--- src/rtl/imem_fetch_responder_pkg.sv ---
// imem_pkg: shared types and constants for the instruction-memory fetch responder.
//
// Contents:
//   state_t    - responder FSM states (IDLE, READ, RESP)
//   FETCH_W    - width of one fetch line (64)
//   HALF_W     - width of one SPRAM word (16)
//   HALVES     - SPRAM words per fetch line (4)
//   CNT_W      - width of the issue/capture counter (counts 0..4)
//   MEM_AW_DEF - default SPRAM halfword address width (16K x 16)
//   hw_addr()  - SPRAM halfword address from line address bits and halfword index
package imem_pkg;

    typedef enum logic [1:0] {
        IDLE = 2'd0,
        READ = 2'd1,
        RESP = 2'd2
    } state_t;

    localparam int FETCH_W    = 64;
    localparam int HALF_W     = 16;
    localparam int HALVES     = 4;
    localparam int CNT_W      = 3;
    localparam int MEM_AW_DEF = 14;

    // line_hw is the byte line address bits [MEM_AW:3]; the line holds four
    // consecutive halfwords, so the halfword index fills the two low bits.
    function automatic logic [MEM_AW_DEF-1:0] hw_addr(
        input logic [MEM_AW_DEF-3:0] line_hw,
        input logic [1:0]            idx
    );
        return {line_hw, idx};
    endfunction

endpackage

--- src/rtl/imem_fetch_responder_if.sv ---
// imem_fetch_responder_if: fetch request/response bundle between the
// instruction fetcher (master) and the memory-side responder (slave).
//
// Handshake: a transfer happens on a rising clock edge where valid and ready
// are both high. valid never waits for ready; once raised, valid and its
// payload hold until the transfer edge. ready may depend combinationally on
// other inputs (the responder forces req_ready low during flush).
//
// Signals:
//   req_valid/req_ready/req_addr           - fetch request (byte address)
//   resp_valid/resp_ready/resp_data/addr   - fetch line response
//   resp_fault                             - only with IMEM_FETCH_FAULT_EN defined
interface imem_fetch_responder_if #(
    parameter int ADDR_W = 32
);
    import imem_pkg::*;

    logic               req_valid;
    logic               req_ready;
    logic [ADDR_W-1:0]  req_addr;
    logic               resp_valid;
    logic               resp_ready;
    logic [FETCH_W-1:0] resp_data;
    logic [ADDR_W-1:0]  resp_addr;
`ifdef IMEM_FETCH_FAULT_EN
    logic               resp_fault;
`endif

    modport slave (
        input  req_valid,
        input  req_addr,
        input  resp_ready,
`ifdef IMEM_FETCH_FAULT_EN
        output resp_fault,
`endif
        output req_ready,
        output resp_valid,
        output resp_data,
        output resp_addr
    );

    modport master (
        output req_valid,
        output req_addr,
        output resp_ready,
`ifdef IMEM_FETCH_FAULT_EN
        input  resp_fault,
`endif
        input  req_ready,
        input  resp_valid,
        input  resp_data,
        input  resp_addr
    );

endinterface

--- src/rtl/imem_fetch_responder_line_assembler.sv ---
// line_assembler: four 16-bit slots that collect SPRAM read data into one
// little-endian 64-bit fetch line (slot k drives bits [16k+15:16k]).
//
// Ports:
//   clk, rst  - clock, asynchronous active-high reset (clears all slots)
//   clr       - synchronous clear of all slots (wins over capture)
//   cap_en    - write cap_data into slot cap_idx on this edge
//   cap_idx   - slot write index
//   cap_data  - SPRAM read data
//   line      - assembled fetch line
module line_assembler
    import imem_pkg::*;
(
    input  logic               clk,
    input  logic               rst,
    input  logic               clr,
    input  logic               cap_en,
    input  logic [1:0]         cap_idx,
    input  logic [HALF_W-1:0]  cap_data,
    output logic [FETCH_W-1:0] line
);

    logic [HALVES-1:0][HALF_W-1:0] slot_q;

    // Each capture replaces the whole slot, so a previous line never leaks in.
    always_ff @(posedge clk or posedge rst) begin
        if (rst) begin
            slot_q <= '0;
        end else if (clr) begin
            slot_q <= '0;
        end else if (cap_en) begin
            slot_q[cap_idx] <= cap_data;
        end
    end

    assign line = slot_q;

endmodule

--- src/rtl/imem_fetch_responder.sv ---
// imem_fetch_responder: memory-side responder for the 64-bit instruction
// fetch interface. Accepts one request at a time, reads four consecutive
// halfwords from SPRAM (one-cycle registered read latency), and returns them
// as one little-endian fetch line.
//
// Ports:
//   clk, reset  - clock, asynchronous active-high reset
//   flush       - abort current work (taken branch); overrides everything
//   fetch       - request/response bundle (slave modport)
//   mem_ren     - SPRAM read enable
//   mem_addr    - SPRAM halfword address
//   mem_rdata   - SPRAM read data, valid the cycle after mem_ren
//   dbg_state   - current FSM state
//
// Build option IMEM_FETCH_FAULT_EN: requests whose address bits above
// MEM_AW are nonzero skip the SPRAM read and answer at once with
// resp_fault=1 and resp_data=0. Without it those bits alias.
module imem_fetch_responder
    import imem_pkg::*;
#(
    parameter int ADDR_W = 32,
    parameter int MEM_AW = MEM_AW_DEF
) (
    input  logic                    clk,
    input  logic                    reset,
    input  logic                    flush,
    imem_fetch_responder_if.slave   fetch,
    output logic                    mem_ren,
    output logic [MEM_AW-1:0]       mem_addr,
    input  logic [HALF_W-1:0]       mem_rdata,
    output state_t                  dbg_state
);

    state_t             state_q, state_d;
    logic [CNT_W-1:0]   cnt_q, cnt_d;
    logic [ADDR_W-1:3]  line_q, line_d;
    logic               fault_q, fault_d;
    logic               accept;
    logic               asm_clr;
    logic               asm_cap;
    logic [1:0]         asm_idx;

    always_ff @(posedge clk or posedge reset) begin
        if (reset) begin
            state_q <= IDLE;
            cnt_q   <= '0;
            line_q  <= '0;
            fault_q <= 1'b0;
        end else begin
            state_q <= state_d;
            cnt_q   <= cnt_d;
            line_q  <= line_d;
            fault_q <= fault_d;
        end
    end

    // READ runs cnt 0..4: cnt 0..3 issue reads, cnt 1..4 capture the data
    // returned for the previous issue into slot cnt-1. cnt 4 is capture-only.
    always_comb begin
        state_d          = state_q;
        cnt_d            = cnt_q;
        line_d           = line_q;
        fault_d          = fault_q;
        asm_clr          = 1'b0;
        asm_cap          = 1'b0;
        asm_idx          = cnt_q[1:0] - 2'd1;
        mem_ren          = 1'b0;
        mem_addr         = '0;
        fetch.req_ready  = 1'b0;
        fetch.resp_valid = 1'b0;

        case (state_q)
            IDLE: begin
                fetch.req_ready = !flush;
            end
            READ: begin
                if (!cnt_q[2]) begin
                    mem_ren  = !flush;
                    mem_addr = hw_addr(line_q[MEM_AW:3], cnt_q[1:0]);
                end
                asm_cap = (cnt_q != '0) && !flush;
                cnt_d   = cnt_q + 3'd1;
                if (cnt_q == 3'd4) begin
                    state_d = RESP;
                end
            end
            RESP: begin
                fetch.resp_valid = 1'b1;
                // A consumed line frees the responder on the same edge, so a
                // waiting request can start right away (6-cycle line rate).
                fetch.req_ready  = fetch.resp_ready && !flush;
                if (fetch.resp_ready) begin
                    state_d = IDLE;
                    fault_d = 1'b0;
                end
            end
            default: begin
                state_d = IDLE;
            end
        endcase

        accept = fetch.req_valid && fetch.req_ready;
        if (accept) begin
            line_d  = fetch.req_addr[ADDR_W-1:3];
            cnt_d   = '0;
            state_d = READ;
            fault_d = 1'b0;
`ifdef IMEM_FETCH_FAULT_EN
            if (|fetch.req_addr[ADDR_W-1:MEM_AW+1]) begin
                state_d = RESP;
                fault_d = 1'b1;
                asm_clr = 1'b1;
            end
`endif
        end

        if (flush) begin
            state_d = IDLE;
            cnt_d   = '0;
            fault_d = 1'b0;
        end
    end

    line_assembler u_line_assembler (
        .clk      (clk),
        .rst      (reset),
        .clr      (asm_clr),
        .cap_en   (asm_cap),
        .cap_idx  (asm_idx),
        .cap_data (mem_rdata),
        .line     (fetch.resp_data)
    );

    assign fetch.resp_addr = {line_q, 3'b000};
    assign dbg_state       = state_q;

`ifdef IMEM_FETCH_FAULT_EN
    assign fetch.resp_fault = fault_q;
`endif

    // The byte offset within a line carries no information for a line fetch.
    logic unused_offset_bits;
    assign unused_offset_bits = ^fetch.req_addr[2:0];

endmodule

--- src/flat_wrapper.sv ---
// flat-port wrapper written by rule: the top's interface ports become plain ports
module imem_fetch_responder_flat import imem_pkg::*;
#(
    parameter int ADDR_W = 32,
    parameter int MEM_AW = MEM_AW_DEF
)
  (clk, reset, flush, mem_ren, mem_addr, mem_rdata, dbg_state, fetch_req_valid, fetch_req_addr, fetch_resp_ready, fetch_req_ready, fetch_resp_valid, fetch_resp_data, fetch_resp_addr);
  imem_fetch_responder_if #(.ADDR_W(ADDR_W)) fetch_i ();
  input  logic clk;
  input  logic reset;
  input  logic flush;
  output logic mem_ren;
  output logic [MEM_AW-1:0] mem_addr;
  input  logic [HALF_W-1:0] mem_rdata;
  output state_t dbg_state;
  input wire logic [$bits(fetch_i.req_valid)-1:0] fetch_req_valid;
  input wire logic [$bits(fetch_i.req_addr)-1:0] fetch_req_addr;
  input wire logic [$bits(fetch_i.resp_ready)-1:0] fetch_resp_ready;
  output wire logic [$bits(fetch_i.req_ready)-1:0] fetch_req_ready;
  output wire logic [$bits(fetch_i.resp_valid)-1:0] fetch_resp_valid;
  output wire logic [$bits(fetch_i.resp_data)-1:0] fetch_resp_data;
  output wire logic [$bits(fetch_i.resp_addr)-1:0] fetch_resp_addr;
  assign fetch_i.req_valid = fetch_req_valid;
  assign fetch_i.req_addr = fetch_req_addr;
  assign fetch_i.resp_ready = fetch_resp_ready;
  assign fetch_req_ready = fetch_i.req_ready;
  assign fetch_resp_valid = fetch_i.resp_valid;
  assign fetch_resp_data = fetch_i.resp_data;
  assign fetch_resp_addr = fetch_i.resp_addr;
  imem_fetch_responder #(.ADDR_W(ADDR_W), .MEM_AW(MEM_AW)) u_core (.clk(clk), .reset(reset), .flush(flush), .fetch(fetch_i), .mem_ren(mem_ren), .mem_addr(mem_addr), .mem_rdata(mem_rdata), .dbg_state(dbg_state));
endmodule
--- config.mk ---
export PLATFORM = sky130hd
export DESIGN_NAME = imem_fetch_responder_flat
export DESIGN_NICKNAME = d
export VERILOG_FILES = /design/src/rtl/imem_fetch_responder_pkg.sv /design/src/rtl/imem_fetch_responder_if.sv /design/src/rtl/imem_fetch_responder_line_assembler.sv /design/src/rtl/imem_fetch_responder.sv /design/src/flat_wrapper.sv
export SDC_FILE = /design/constraint.sdc
export NUM_CORES = 1
export LEC_CHECK = 0
export BUFFER_PORTS_ARGS = -buffer_cell sky130_fd_sc_hd__buf_2
export CELL_PAD_IN_SITES_DETAIL_PLACEMENT = 1
export CELL_PAD_IN_SITES_GLOBAL_PLACEMENT = 1
export CORE_ASPECT_RATIO = 0.5
export CORE_MARGIN = 4
export CORE_UTILIZATION = 41
export DETAILED_ROUTE_END_ITERATION = 10
export GPL_ROUTABILITY_DRIVEN = 0
export PLACE_DENSITY_LB_ADDON = 0.1
export SYNTH_ARGS = -nofsm -noshare
export SYNTH_HDL_FRONTEND = slang
export SYNTH_SLANG_ARGS = --single-unit
--- constraint.sdc ---
create_clock -name clk -period 6.84 [get_ports clk]
set_input_delay 0.684 -clock clk [delete_from_list [all_inputs] [get_ports clk]]
set_output_delay 0.684 -clock clk [all_outputs]
set_load 0.01 [all_outputs]
==> flow_summary.yaml <==
clock_tree:
  root_buffer: "clkbuf_16"
  postCtsHoldBufs: 0
  tritoncts: "done"
  cts.sinks: 98
  path_clk_slew_ns: 0.07
  clk_latency_ns: 0.34
  cts_resized: 0
  cts_buffers: 9
  clk_path_buf_depth: 2
  cts_setup_buffers: 0
  htree_levels: 3
floorplanning:
  dieHeight_um: 78.6
  row_count: 25
  coreArea_um2: 9570
  dieArea_um2: 11700
  design.portCount: 168
  die_w_um: 149
  start_util: 0.428
place:
  dp_worst_setup_slack_ns: 4.26
  place_hpwl_um: 7470
  portBuffers: 161
  postPlaceCellArea_um2: 4940
worst_setup_path:
  crit_arrival_ns: 2.31
  end_kind: "primary output"
  critical_path.slowest_cell: "nor3_1"
  slowest_delay_ns: 0.87
  critPathLaunchType: "flop"
  critical_path_class: "flop to primary output"
  cp_max_fo: 12
  crit_required_ns: 6.16
  path_cells: "inv_1, nor3_1, and2_1, buf_2"
cells_and_area:
  area_delta_synth_final_pct: 27.6
  nNetsFinal: 472
  final_cell_mix: "buf_2, dfrtp_1, mux2_2"
  layout_commonest_cell: "buf_2"
  final_area_um2: 5220
  nFillCells: 1006
  diodes: 0
  finish.utilization: 0.546
  layout-drive-gt1-share: 0.662
routing:
  dr.pass1.iters: 4
  num_vias: 2651
  drt_iter0_markers: 54
  drc_errors: 0
  wl_um: 10200
  viasPerCell: 4.78
  ant_nets: 0
  wire_per_inst_um: 18.3
outcome:
  status: "finished clean"
sta:
  max_clock_freq_mhz: 334
  setup_viol: 0
  grt_setup_unrepaired: "false"
  period_minus_slack_ns: 2.99
  skew_ns: 0.00694
  slew_headroom: 0.301
  slew_viol_final: 0
  fin_setup_tns_ns: 0
  tightest_slew_ns: 1.04
  setup_ws_ns: 3.85
  post-route-period-util: 0.438
  hold_viol: 0
logic_synthesis:
  yosysSeqAreaShare: 0.599
  yosys_register_bits: 98
  synth_area_um2: 4090
  synthCells: 255
  avgSynthCellArea_um2: 16.0
  post_synth_num_cell_types: 29
  ys_warn_count: 0
pwr:
  total_power_mw: 1.43
  pwr-share-comb: 0.184
  clockPowerShare: 0.332
  p_leak_nw: 2.91
  ir_worst_vdd_uv: 117
  p_per_area_nw_per_um2: 274
  p_int_mw: 1.04
  switching_share: 0.276
  p_switching_uw: 395
  sequentialPowerShare: 0.484
grt:
  grt_pass1_vias: 2989
  grt_max_degree: 57
  antenna_found_initial: 0
  grt_use_total: 0.177
  grt_overflow: 0
  grt_pass1_wl_um: 16000
flow_run:
  max_cap_violations: 0
worst_hold_path:
  hold_class: "primary input to async pin"
==> power by group through the flow <==
| stage | registers [mW] | clock network [mW] | logic (mW) |
|---|---|---|---|
| after floorplan | 0.728 | 0 | 0.118 |
| after detailed placement | 0.703 | 0 | 0.269 |
| after global routing | 0.702 | 0.519 | 0.288 |
| final | 0.693 | 0.476 | 0.263 |
| after CTS | 0.693 | 0.493 | 0.270 |
| after global placement | 0.697 | 0 | 0.261 |
==> synth_stat cells (all sizes together) <==
master   n  area share
dfrtp   98        0.60
mux2    93        0.27
buf     15       0.037
and2    12       0.018
nor3     5      0.0061
ha       4       0.012
inv      4      0.0037
nor2b    3      0.0064
nor4     3      0.0046
nand3    2      0.0049
nor2     2      0.0018
a21o     1      0.0018
a32oi    1      0.0021
and3     1      0.0015
clkbuf   1     0.00092
conb     1     0.00092
mux2i    1      0.0024
nand2    1     0.00092
nand2b   1      0.0015
nand3b   1      0.0018
nand4    1      0.0031
nor3b    1      0.0046
nor4b    1      0.0058
xnor2    1      0.0021
xor2     1      0.0021
==> final cells by class <==
cell class / count / area, µm² / area share
flip-flops and latches: 98 / 2450 / 0.469
multi-input cells: 139 / 1480 / 0.283
repair buffers: 163 / 821 / 0.157
clock buffers: 9 / 225 / 0.0431
well taps: 135 / 169 / 0.0323
clock inverters: 7 / 60.1 / 0.0115
inverters: 4 / 17.5 / 0.00335
==> stage by stage <==
stage	hold slack, ns	std cells
6_report	0.387	555
5_1_grt	0.422	555
4_1_cts	0.390	555
3_5_place_dp	0.490	539
3_3_place_gp	0.482	539
2_1_floorplan	0.541	257
==> path summary, 6_finish.rpt <==
kind / startpoint / endpoint / slack, ns / cells after the start
min reg2reg: u_core.u_line_assembler.line[43] / u_core.u_line_assembler.line[43] / 0.50 / 1
max in group asynchronous: reset / u_core.u_line_assembler.line[11] / 5.33 / 3
max: u_core.dbg_state[0] / mem_addr[13] / 3.85 / 4
max reg2reg: u_core.dbg_state[0] / u_core.u_line_assembler.line[50] / 4.56 / 3
min: reset / u_core.u_line_assembler.line[15] / 0.39 / 2
min in group clk: u_core.u_line_assembler.line[43] / u_core.u_line_assembler.line[43] / 0.50 / 1
==> critical path, delay by kind of cell, from the launching register on <==
| kind | cells | cell delay (ns) |
|---|---|---|
| buffers and inverters | 2 | 0.30 |
| flip-flops | 1 | 0.56 |
| AND/OR/NAND/NOR | 2 | 1.11 |
==> per-layer routing <==
layer	vias up	global-route usage	share of wire
met5	-	0	0
met4	0	0.0438	0.0065
li1	1205	-	-
met1	1344	0.205	0.42
met3	5	0.0669	0.081
met2	97	0.310	0.49
==> state kept, by name, summed over array words and instances, names as in the netlist <==
| register | count |
|---|---|
| u_core.cnt_q | 3 |
| u_core.dbg_state | 2 |
| u_core.line_q | 29 |
| u_core.u_line_assembler.line | 64 |
==> cells by family (layout without fill, tap and decap cells) <==
logic type / count (synthesis) / count (layout) / synth area share
xor+xnor: 2 / 2 / 0.00428
mux: 94 / 94 / 0.277
flops: 98 / 98 / 0.599
buf+inv: 20 / 183 / 0.0413
fa+ha+maj: 4 / 4 / 0.0122
other cells: 1 / 3 / 0.000916
compound gates: 2 / 2 / 0.00398
simple gates: 34 / 34 / 0.0614
No activity file was read; power rests on OpenSTA's default activity.
